## src/rtl/uart_rx_1200_if.sv

```systemverilog
`default_nettype none
// ============================================================================
// Module   : uart_rx_1200_if
// Brief    : Byte delivery and status bundle of the 1200-baud 8N1 receiver.
// Revision : 1.0 - initial release
// ============================================================================
interface uart_rx_1200_if;
  logic [7:0] rx_data;
  logic       rx_valid;
  logic       rx_ready;
  logic       frame_err;
  logic       overrun;
  logic       busy;

  modport master (
    output rx_data,
    output rx_valid,
    input  rx_ready,
    output frame_err,
    output overrun,
    output busy
  );

  modport slave (
    input  rx_data,
    input  rx_valid,
    output rx_ready,
    input  frame_err,
    input  overrun,
    input  busy
  );
endinterface
`default_nettype wire

```

## src/rtl/uart_rx_1200.sv

```systemverilog
`default_nettype none
// ============================================================================
// Module   : uart_rx_1200
// Brief    : 8N1 serial receiver timed off the system clock, mid-bit sampling,
//            valid/ready holding register with framing and overrun flags.
// Revision : 1.0 - initial release
// ============================================================================
module uart_rx_1200 #(
  parameter int CLKS_PER_BIT = 10000,
  parameter int CNT_W        = 14
) (
  input  logic             clk,
  input  logic             rst_n,
  input  logic             rxd,
  uart_rx_1200_if.master   bus
);

  localparam logic [CNT_W-1:0] c_half = CNT_W'(CLKS_PER_BIT / 2 - 1);
  localparam logic [CNT_W-1:0] c_full = CNT_W'(CLKS_PER_BIT - 1);

  localparam logic [2:0] c_idle  = 3'd0;
  localparam logic [2:0] c_start = 3'd1;
  localparam logic [2:0] c_data  = 3'd2;
  localparam logic [2:0] c_stop  = 3'd3;
  localparam logic [2:0] c_break = 3'd4;

  logic [1:0]       r_sync;
  logic             r_rxs_d;
  logic [1:0]       r_live;
  logic             r_armed;
  logic [2:0]       r_state;
  logic [CNT_W-1:0] r_timer;
  logic [2:0]       r_idx;
  logic [7:0]       r_shift;
  logic [7:0]       r_data;
  logic             r_valid;
  logic             r_ferr;
  logic             r_ovr;

  logic             w_rxs;
  logic             w_edge;
  logic             w_half;
  logic             w_full;
  logic             w_commit;
  logic             w_stop_bad;

  assign w_rxs      = r_sync[1];
  // r_armed blocks a frame start until the line has been seen high after reset
  assign w_edge     = r_armed & r_rxs_d & ~w_rxs;
  assign w_half     = (r_timer == c_half);
  assign w_full     = (r_timer == c_full);
  assign w_commit   = (r_state == c_stop) & w_full & w_rxs;
  assign w_stop_bad = (r_state == c_stop) & w_full & ~w_rxs;

  always_ff @(posedge clk or negedge rst_n) begin
    if (!rst_n) begin
      r_sync  <= 2'b11;
      r_rxs_d <= 1'b1;
      r_live  <= 2'b00;
      r_armed <= 1'b0;
    end else begin
      r_sync  <= {r_sync[0], rxd};
      r_rxs_d <= w_rxs;
      r_live  <= {r_live[0], 1'b1};
      r_armed <= r_armed | (r_live[1] & w_rxs);
    end
  end

  always_ff @(posedge clk or negedge rst_n) begin
    if (!rst_n) begin
      r_state <= c_idle;
      r_timer <= '0;
      r_idx   <= 3'd0;
      r_shift <= 8'h00;
    end else begin
      case (r_state)
        c_idle: begin
          r_timer <= '0;
          if (w_edge) begin
            r_state <= c_start;
          end
        end
        c_start: begin
          if (w_half) begin
            r_timer <= '0;
            r_idx   <= 3'd0;
            r_state <= w_rxs ? c_idle : c_data;
          end else begin
            r_timer <= r_timer + CNT_W'(1);
          end
        end
        c_data: begin
          if (w_full) begin
            r_shift[r_idx] <= w_rxs;
            r_timer        <= '0;
            r_idx          <= r_idx + 3'd1;
            if (r_idx == 3'd7) begin
              r_state <= c_stop;
            end
          end else begin
            r_timer <= r_timer + CNT_W'(1);
          end
        end
        c_stop: begin
          if (w_full) begin
            r_timer <= '0;
            r_state <= w_rxs ? c_idle : c_break;
          end else begin
            r_timer <= r_timer + CNT_W'(1);
          end
        end
        c_break: begin
          r_timer <= '0;
          if (w_rxs) begin
            r_state <= c_idle;
          end
        end
        default: begin
          r_timer <= '0;
          r_state <= c_idle;
        end
      endcase
    end
  end

  // A commit coinciding with an accept keeps the register full without overrun
  always_ff @(posedge clk or negedge rst_n) begin
    if (!rst_n) begin
      r_data  <= 8'h00;
      r_valid <= 1'b0;
      r_ferr  <= 1'b0;
      r_ovr   <= 1'b0;
    end else begin
      r_ferr <= w_stop_bad;
      r_ovr  <= w_commit & r_valid & ~bus.rx_ready;
      if (w_commit) begin
        r_data  <= r_shift;
        r_valid <= 1'b1;
      end else if (r_valid & bus.rx_ready) begin
        r_valid <= 1'b0;
      end
    end
  end

  assign bus.rx_data   = r_data;
  assign bus.rx_valid  = r_valid;
  assign bus.frame_err = r_ferr;
  assign bus.overrun   = r_ovr;
  assign bus.busy      = (r_state != c_idle);

endmodule
`default_nettype wire

```

## src/flat_wrapper.sv

```systemverilog
// flat-port wrapper written by rule: the top's interface ports become plain ports
module uart_rx_1200_flat 
#(
  parameter int CLKS_PER_BIT = 10000,
  parameter int CNT_W        = 14
)
  (clk, rst_n, rxd, bus_rx_data, bus_rx_valid, bus_rx_ready, bus_frame_err, bus_overrun, bus_busy);
  uart_rx_1200_if bus_i ();
  input  logic clk;
  input  logic rst_n;
  input  logic rxd;
  output wire logic [$bits(bus_i.rx_data)-1:0] bus_rx_data;
  output wire logic [$bits(bus_i.rx_valid)-1:0] bus_rx_valid;
  input wire logic [$bits(bus_i.rx_ready)-1:0] bus_rx_ready;
  output wire logic [$bits(bus_i.frame_err)-1:0] bus_frame_err;
  output wire logic [$bits(bus_i.overrun)-1:0] bus_overrun;
  output wire logic [$bits(bus_i.busy)-1:0] bus_busy;
  assign bus_rx_data = bus_i.rx_data;
  assign bus_rx_valid = bus_i.rx_valid;
  assign bus_i.rx_ready = bus_rx_ready;
  assign bus_frame_err = bus_i.frame_err;
  assign bus_overrun = bus_i.overrun;
  assign bus_busy = bus_i.busy;
  uart_rx_1200 #(.CLKS_PER_BIT(CLKS_PER_BIT), .CNT_W(CNT_W)) u_core (.clk(clk), .rst_n(rst_n), .rxd(rxd), .bus(bus_i));
endmodule
```

## config.mk

```make
export PLATFORM = sky130hd
export DESIGN_NAME = uart_rx_1200_flat
export DESIGN_NICKNAME = d
export VERILOG_FILES = /design/src/rtl/uart_rx_1200_if.sv /design/src/rtl/uart_rx_1200.sv /design/src/flat_wrapper.sv
export SDC_FILE = /design/constraint.sdc
export NUM_CORES = 1
export LEC_CHECK = 0
export ABC_AREA = 1
export CORE_ASPECT_RATIO = 1.5
export CORE_UTILIZATION = 52
export DETAILED_ROUTE_END_ITERATION = 16
export PLACE_DENSITY_LB_ADDON = 0.2
export SYNTH_ARGS = -nofsm -noshare
export SYNTH_HDL_FRONTEND = slang
export SYNTH_SLANG_ARGS = --single-unit
```

## constraint.sdc

```tcl
create_clock -name clk -period 1.4 [get_ports clk]
set_input_delay 0.28 -clock clk [delete_from_list [all_inputs] [get_ports clk]]
set_output_delay 0.28 -clock clk [all_outputs]
set_load 0.005 [all_outputs]
```

After elaboration in Yosys (flattened, before gate mapping)
Index checks and enable logic that the tools add are counted.

storage, ports and cells
  register bits = 45
  bits in latches = 0
  RAM bits = 0
  bits in read-only memories = 0
  input port bits = 4
  output and inout port bits = 12
  logic and storage cells = 70
  memories = 0

operators by class
  $add $sub $neg = 2
  $mul = 0
  div/mod/pow operators = 0
  $lt $le $gt $ge = 2
  equality and inequality tests = 13
  shift operators = 0
  mux-type cells = 20
  bitwise operators = 12
  reductions and logical operators = 9

operator list
  kind                   count
  $mux 14                2
  $pmux 14 s2            1
  $mux 3                 9
  $pmux 3 s5             1
  $add 14x1->14 const B  1
  $eq 14x13->1 const B   1
  $eq 14x14->1 const B   1
  $ne 2x1->1 const B     6
  $and 1x1->1            9
  $bwmux 8               1
  $eq 3x2->1 const B     2
  $eq 3x3->1 const B     2
  $pmux 3 s2             1
  $reduce_and 6->1       1
  $lt 3x4->1 const B     1
  $reduce_bool 2->1      2
  $add 3x1->3 const B    1
  $demux 1 s3            1
  $eq 3x1->1 const B     1
  $ge 3x1->1 const B     1
  $logic_not 3->1        1
  $mux 1                 3
  $reduce_and 3->1       1
  $reduce_bool 3->1      1
  6 further kinds        7

Longest topological paths before layout
Gate-level depths: netlist of the first run.

  depth after elaboration = 5
  depth in mapped cells = 10

Worst setup path after synthesis of the first run
Ideal clock, no wire load.

  path type = reg2reg
  from = register u_core.r_timer[0]
  to = register u_core.r_timer[4]
  data arrival time = 1.326 ns
  required time = 1.280 ns
  setup slack = -0.046 ns
  stages on the path, launching flop included = 10
  buffers on the path = 1
  clock period less this slack = 1.446 ns
  path through = dfrtp_1 -> ha_1 -> nand3_2 -> nor2_2 -> nand3_2 -> nand2_2 -> nand2_2 -> inv_2 -> buf_6 -> nor2_1

on the way
  longest elaborated chain between the ends = 3
  elaborated cells between the ends (all ways) = 6
  classes of those cells = add/sub: 1; eq/ne: 2; mux: 3

ends and longest elaborated chain
  what                                         line                                                          RTL
  from (decl)                                  uart_rx_1200.sv:32                                            logic [CNT_W-1:0] r_timer;
  from (signal assigned)                       uart_rx_1200.sv:89                                            r_timer <= r_timer + CNT_W'(1);
  from (signal assigned)                       uart_rx_1200.sv:101                                           r_timer <= r_timer + CNT_W'(1);
  from (signal assigned)                       uart_rx_1200.sv:109                                           r_timer <= r_timer + CNT_W'(1);
  $add 14x1->14, or another cell as far along  uart_rx_1200.sv:89, uart_rx_1200.sv:101, uart_rx_1200.sv:109
  $mux 14 (on tied branches)                   uart_rx_1200.sv:93, uart_rx_1200.sv:105, uart_rx_1200.sv:84
  $pmux 14 s2 (*)                              uart_rx_1200.sv:76                                            case (r_state)

Mark *: on every way between the ends. The rest lies on a longest branch, timed or not.
A chain may end at the register's enable or synchronous reset.

Worst setup path after layout of the first run
  from = register u_core.r_timer[0]
  to = register u_core.r_shift[2]

on the way
  longest elaborated chain between the ends = 2

ends and longest elaborated chain
  what                               line                RTL
  $eq 14x14->1                       uart_rx_1200.sv:51  assign w_full = (r_timer == c_full);
  $reduce_and 2->1 (no source line)  --
  to (signal, indexed assignment)    uart_rx_1200.sv:94  r_shift[r_idx] <= w_rxs;
  to (decl)                          uart_rx_1200.sv:34  logic [7:0] r_shift;

Every way passes these cells.

==> summary.md, run 1 <==
| Metric | Value |
|---|---|
| Crit path kind | flip-flop to flip-flop |
| Fin. max-slew vios | 0 |
| # clock sinks | 45 |
| Largest area contributor in the netlist | dfrtp_1 |
| Max Fclk | 0.642 GHz |
| CP delay by family, top | simple AND/OR/NAND/NOR gates |
| Via density | 5.42 |
| Worst R2R Path Depth | 8 |
| Worst skew pair latency | 300 ps |
| Largest net degree at the start of global routing | 46 |
| CP Depth | 8 |
| Post-route setup slack | -159 ps |
| RSZ-0062 raised after global routing | yes |
| Mapped Nets | 289 |
| Synthesized instance count | 282 |
| Via Count | 2,186 |
| Routed len/inst | 14.7 um |
| Seq/Total Area, Yosys | 48.6% |
| Final nets | 363 |
| Layout cell share with drive strength beyond 1 | 40.3% |
| Core Area | 0.00425 mm2 |
| Area growth syn-to-layout | 46.0% |
| Register bit total from synthesis | 45 |
| CTS H-Tree Depth | 2 |
| EDFF count, synth | 0 |
| Die Wd | 56.6 um |
| VDD IR-drop max | 0.00137 V |
| Vias in the first global route | 2,038 |
| Final period util | 111% |
| Gpl congestion | 0.871 |
| Die H | 83.9 um |
| Antenna Violating Nets Remaining | 0 |
| Drt drc | 0 |
| Fill cells | 264 |
| CP required | 1590 ps |
| Total global routing overflow | 0 |
| Avg Inst Size Synth | 8.24 um2 |
| Startpoint Class | flip-flop |
| Placed insts | 373 |
| Crit path capture type | flip-flop |
| Hold WS | 361 ps |
| Reg clk slew, reported paths | 80 ps |
| Max Cap Viol | 0 |
| Post-synth cell types | 27 |
| Hold Violations, Final | 0 |
| CTS root buf | clkbuf_8 |
| Most common cell in the netlist | nand2_1 |
| Initial antenna violation count | 0 |
| Final number of setup-violating endpoints | 28 |
| Critical path's slowest cell | dfrtp_1 |
| FFs w/ async S/R, synth | 100% |
| DP Wirelength | 3440 um |
| Worst Path Buf+Inv | 0 |
| I/O pins | 16 |
| I/O Buffers | 15 |
| Failing checks | negative setup slack |
| Initial core utilization | 54.8% |
| GRT Overall Usage | 23.5% |
| FF/Latch Area | 0.00114 mm2 |
| Final Power | 0.00376 W |
| Hold path cells | 0 |
| Synth area leaders | dfrtp_1, nand2_1, nor2_1 |
| Ys Warns | 0 |
| Dominant synthesized flop cell | dfrtp_1 |
| First-pass GRT wire length | 8670 um |
| Leakage Power | 1.63 nW |
| Min-Delay Path Class | flip-flop to flip-flop |
| Status | finished, violations left |
| Total Routed Length | 5930 um |
| Final Util | 79.9% |
| Die area | 0.00475 mm2 |
| Cts bufs inserted | 5 |
| Crit path DAT | 1740 ps |
| Worst Path Max Fanout | 8 |
| Final min period | 1560 ps |
| Post-synth top cells | nand2_1, dfrtp_1, nor2_1, nand3_1, inv_1 |
| Multi-input logic area | 0.00139 mm2 |
| Final Instance Count excl. Fillers | 403 |
| Power per Cell Area | 1110 mW/mm2 |
| Slowest Stage Delay on Critical Path | 400 ps |
| CP cell instances | ha_4, nand2_4, nor2_4, nand4_1, nor2_4, nand3_1, nand2_1, nand2_1 |
| DR pass1 iterations | 4 |
| CTS tree | built |
| Post-Syn Area | 0.00232 mm2 |
| Num rows | 29 |
| Initial DRC count | 93 |
| Diode count | 0 |
| Setup Skew | 6.23 ps |
| Top cell type's share of synthesized area | 45.2% |
| Max Root-Sink Buffers | 2 |
-- cell type report --
class | instances | area share (%)
Inverter | 24 | 3.02
Multi-Input combinational cell | 210 | 40.9
Timing Repair inverter | 1 | 0.479
Timing Repair Buffer | 69 | 17.2
Clock buffer | 6 | 2.14
Sequential cell | 45 | 33.5
Clock inverter | 2 | 1.03
Tap cell | 46 | 1.70
-- per-layer routing --
metal	vias up	routed length [um]	GRT usage [%]
met3	19	148	3.72
met4	0	209	12.2
met1	1061	2020	23.8
met5	-	0	0
li1	1054	-	-
met2	52	3550	44.3
-- state kept, by name (all words and copies together), names as in the netlist --
signal,cells
u_core.r_idx,3
u_core.bus.rx_valid,1
u_core.r_armed,1
u_core.r_timer,14
u_core.r_shift,8
u_core.r_state,3
u_core.r_live,2
u_core.bus.frame_err,1
u_core.r_rxs_d,1
u_core.r_sync,2
u_core.bus.overrun,1
u_core.bus.rx_data,8
-- worst paths after layout --
path                                              from  slack (ps)                             to
max reg2reg                u_core.r_timer[0]$_DFF_PN0_        -160  u_core.r_shift[2]$_DFFE_PN0P_
max                        u_core.r_timer[0]$_DFF_PN0_        -160  u_core.r_shift[2]$_DFFE_PN0P_
min                         u_core.r_live[0]$_DFF_PN0_         360     u_core.r_live[1]$_DFF_PN0_
min in group asynchronous                        rst_n         490  u_core.r_shift[3]$_DFFE_PN0P_
min reg2reg                 u_core.r_live[0]$_DFF_PN0_         360     u_core.r_live[1]$_DFF_PN0_
max in group asynchronous                        rst_n         620     u_core.r_sync[1]$_DFF_PN1_
-- metrics by stage --
stage	setup slack (ps)	area, um2	TNS [ps]
2_1_floorplan	8.47	2340	0
3_3_place_gp	-39.5	2780	-359
3_5_place_dp	-69.6	2780	-1280
4_1_cts	-58.2	3040	-371
5_1_grt	-236	3390	-4100
6_report	-159	3390	-1570
-- cell usage in the layout, fill, tap and decap left out, drive strengths merged, types with 2 or more instances in the layout --
cell           Yosys  layout
inv               24      23
dfrtp             42      42
dfstp              3       3
xor2               8       8
dlygate4sd2        0      10
clkbuf             1       7
clkdlybuf4s50      0       2
clkinv             0       3
buf                3      54
o21ai              3       3
ha                 3       3
nor3               7       7
nor2              52      52
nand2             82      82
nand4             17      17
nand3             32      33
-- cell families after synthesis --
group,Yosys count,share of synthesized area [%]
AOI/OAI and AO/OA,5,1.24
other,1,0.161
buffers and inverters,28,5.22
DFF,45,48.6
xor gates and xnor gates,9,3.39
and+or+nand+nor,191,39.8
adders and majority gates,3,1.61
-- report_power, final --
part / internal (W) / switching [W]
Sequential: 0.00137 / 0.0000715
Clock: 0.000530 / 0.000437
Combinational: 0.000524 / 0.000828
-- timing repair --
| action | in CTS | in global routing |
|---|---|---|
| hold buffers | 1 | 0 |
| buffers inserted | 8 | 12 |
| hold endpoints to repair | 42 | 0 |
| gates cloned | 0 | 3 |
| setup endpoints to repair | 38 | 41 |
| pin swaps | 5 | 26 |
| gates resized for setup | 38 | 65 |
No activity file was read; power rests on OpenSTA's default activity.
==> run 2, diff against run 1 <==
--- a/config.mk
+++ b/config.mk
@@ -5,10 +5,11 @@
 export SDC_FILE = /design/constraint.sdc
 export NUM_CORES = 1
 export LEC_CHECK = 0
-export ABC_AREA = 1
 export CORE_ASPECT_RATIO = 1.5
-export CORE_UTILIZATION = 52
+export CORE_UTILIZATION = 51
+export CTS_CLUSTER_SIZE = 10
 export DETAILED_ROUTE_END_ITERATION = 16
+export GPL_ROUTABILITY_DRIVEN = 0
 export PLACE_DENSITY_LB_ADDON = 0.2
 export SYNTH_ARGS = -nofsm -noshare
 export SYNTH_HDL_FRONTEND = slang
==> run 2 against run 1 <==
  * The run still ends with negative setup slack left
  * Clock power down 2%
  * Area after synthesis down 14%
  * Utilization down 9.0 points
  * Highest routed layer unchanged
==> summary.md, run 2 <==
| Metric | Value |
|---|---|
| Status | finished, violations left |
| Failing checks | negative setup slack |
| Largest Register | u_core.r_timer |
| Dominant synthesized flop cell | dfrtp_1 |
| Final Util | 71.0% |
| Post-synth cell types | 37 |
| Die Wd | 53.0 um |
| CTS tree | built |
| R2R Setup Slk | -440 ps |
| Hold WS | 357 ps |
| Min-Delay Path Class | flip-flop to flip-flop |
| Initial antenna violation count | 0 |
| Worst skew pair latency | 290 ps |
| Post-synth top cells | dfrtp_1, nor2_1, mux2_2, nand2_1, xnor2_1 |
| Crit path kind | flip-flop to flip-flop |
| Hold Violations, Final | 0 |
| CP required | 1580 ps |
| Leakage Power | 1.35 nW |
| DP Wirelength | 2910 um |
| Most common cell after layout, fill and taps aside | dfrtp_1 |
| Reg clk slew, reported paths | 80 ps |
| I/O pins | 16 |
| Mapped Nets | 169 |
| FF-to-FF End | u_core.r_shift[7]$_DFFE_PN0P_ |
| Routed len/inst | 14.8 um |
| Via Count | 1,424 |
| Hold Path End | u_core.r_live[1]$_DFF_PN0_ |
| Worst Path Max Fanout | 7 |
| Most common cell in the netlist | dfrtp_1 |
| Worst Hold Launch | u_core.r_live[0]$_DFF_PN0_ |
| Top cell type's share of synthesized area | 52.8% |
| Synth area leaders | dfrtp_1, mux2_2, xnor2_1 |
| Final number of setup-violating endpoints | 40 |
| RSZ-0062 raised after global routing | yes |
| Max reg flops | 14 |
| Worst r2r src | u_core.r_timer[4]$_DFF_PN0_ |
| Fin. max-slew vios | 0 |
| Num rows | 27 |
| Cts bufs inserted | 5 |
| Post-Syn Area | 0.00199 mm2 |
| TNS Setup | -14,510 ps |
| GRT Overall Usage | 22.0% |
| DR pass1 iterations | 4 |
| FFs w/ async S/R, synth | 100% |
| Avg Inst Size Synth | 12.3 um2 |
| # clock sinks | 45 |
| Post-route setup slack | -439 ps |
| Largest area contributor in the netlist | dfrtp_1 |
| Layout cell share with drive strength beyond 1 | 38.1% |
| Power per Cell Area | 1160 mW/mm2 |
| Largest net degree at the start of global routing | 20 |
| Drt drc | 0 |
| First-pass GRT wire length | 6590 um |
| Most frequent cells in the layout | dfrtp_1, buf_4, nor2_1, mux2_2, nand2_1 |
| Die area | 0.00416 mm2 |
| CTS root buf | clkbuf_8 |
| Final period util | 131% |
| Diode count | 0 |
| CTS H-Tree Depth | 2 |
| Total global routing overflow | 0 |
| EDFF count, synth | 0 |
| Total Routed Length | 3990 um |
| Ys Warns | 0 |
| Final min period | 1840 ps |
| Hold path cells | 0 |
| Register bit total from synthesis | 45 |
| Initial DRC count | 32 |
| Synthesized instance count | 162 |
| Setup Skew | 9.04 ps |
| Core Area | 0.00372 mm2 |
| Worst R2R Path Depth | 5 |
| Crit path capture type | flip-flop |
| Area growth syn-to-layout | 32.4% |
| Crit path DAT | 2020 ps |
| Max Cap Viol | 0 |
| Seq/Total Area, Yosys | 56.7% |
| Startpoint Class | flip-flop |
| Via density | 5.29 |
| Max Fclk | 0.544 GHz |
| I/O Buffers | 15 |
| VDD IR-drop max | 0.000852 V |
| Die H | 78.5 um |
| Final nets | 232 |
| Max Root-Sink Buffers | 2 |
| Antenna Violating Nets Remaining | 0 |
| Initial core utilization | 53.6% |
| Vias in the first global route | 1,573 |
==> run 2: stage by stage <==
stage | std cells | worst slack, ps | total power (W) | area (um2)
6_report | 269 | -439 | 0.00305 | 2640
3_3_place_gp | 252 | -360 | 0.00204 | 2450
4_1_cts | 267 | -449 | 0.00309 | 2620
3_5_place_dp | 252 | -440 | 0.00206 | 2450
2_1_floorplan | 162 | -343 | 0.00175 | 2010
5_1_grt | 269 | -535 | 0.00321 | 2640
==> run 2: worst max-delay path: stages (launching register included) <==
cell and delay [ps]:
dfrtp_1 420, nor4_4 360, nand4b_4 200, nor3_4 270, nand4_1 140, mux2_1 320
==> run 2: cell type report <==
class	instances	area [um2]
Clock buffer	6	72.6
Clock inverter	2	35.0
Fill cell	275	1080
Inverter	2	7.51
Multi-Input combinational cell	112	860
Sequential cell	45	1130
Tap cell	43	53.8
Timing Repair Buffer	59	479
==> run 2: layer usage <==
layer | track usage, % | share of wire, % | vias up
met5 | 0 | 0 | -
met4 | 9.47 | 1.8 | 0
met3 | 4.65 | 2.2 | 7
met2 | 41.9 | 59 | 20
met1 | 21.3 | 37 | 711
li1 | - | - | 686
==> run 2: how the worst max path moves through the flow <==
| stage | end | from | slack, ps |
|---|---|---|---|
| 2_1_floorplan | u_core.r_shift[7]$_DFFE_PN0P_ | u_core.r_timer[4]$_DFF_PN0_ | -340 |
| 3_3_place_gp | u_core.r_shift[7]$_DFFE_PN0P_ | u_core.r_timer[4]$_DFF_PN0_ | -360 |
| 3_5_place_dp | u_core.r_shift[7]$_DFFE_PN0P_ | u_core.r_timer[4]$_DFF_PN0_ | -440 |
| 4_1_cts | u_core.r_shift[7]$_DFFE_PN0P_ | u_core.r_timer[4]$_DFF_PN0_ | -450 |
| 5_1_grt | u_core.r_shift[7]$_DFFE_PN0P_ | u_core.r_timer[4]$_DFF_PN0_ | -540 |
| 6_report | u_core.r_shift[7]$_DFFE_PN0P_ | u_core.r_timer[4]$_DFF_PN0_ | -440 |
==> run 2: cell families (layout without fill, tap and decap cells) <==
logic type	after synthesis	count (layout)	synth area share [%]
AOI/OAI and AO/OA	11	11	4.21
buffers and inverters	5	69	1.76
adders and majority gates	3	3	1.88
DFF	45	45	56.7
other	1	1	0.188
muxes	16	16	9.05
and+or+nand+nor	69	69	20.9
xor gates and xnor gates	12	12	5.28
==> run 2: timing repair <==
item | in CTS | in global routing
hold buffers | 1 | 0
setup endpoints to repair | 50 | 41
pin swaps | 6 | 1
endpoints found under the hold margin | 7 | 0
setup buffers | 6 | 2
resized for setup | 18 | 2
==> run 2: where the power goes <==
part	leakage (nW)	switching, W	total [W]	internal, W
clock network	0.0552	0.000421	0.000950	0.000530
logic	0.691	0.000331	0.000707	0.000376
registers	0.605	0.0000363	0.00140	0.00136
total	1.35	0.000788	0.00305	0.00227
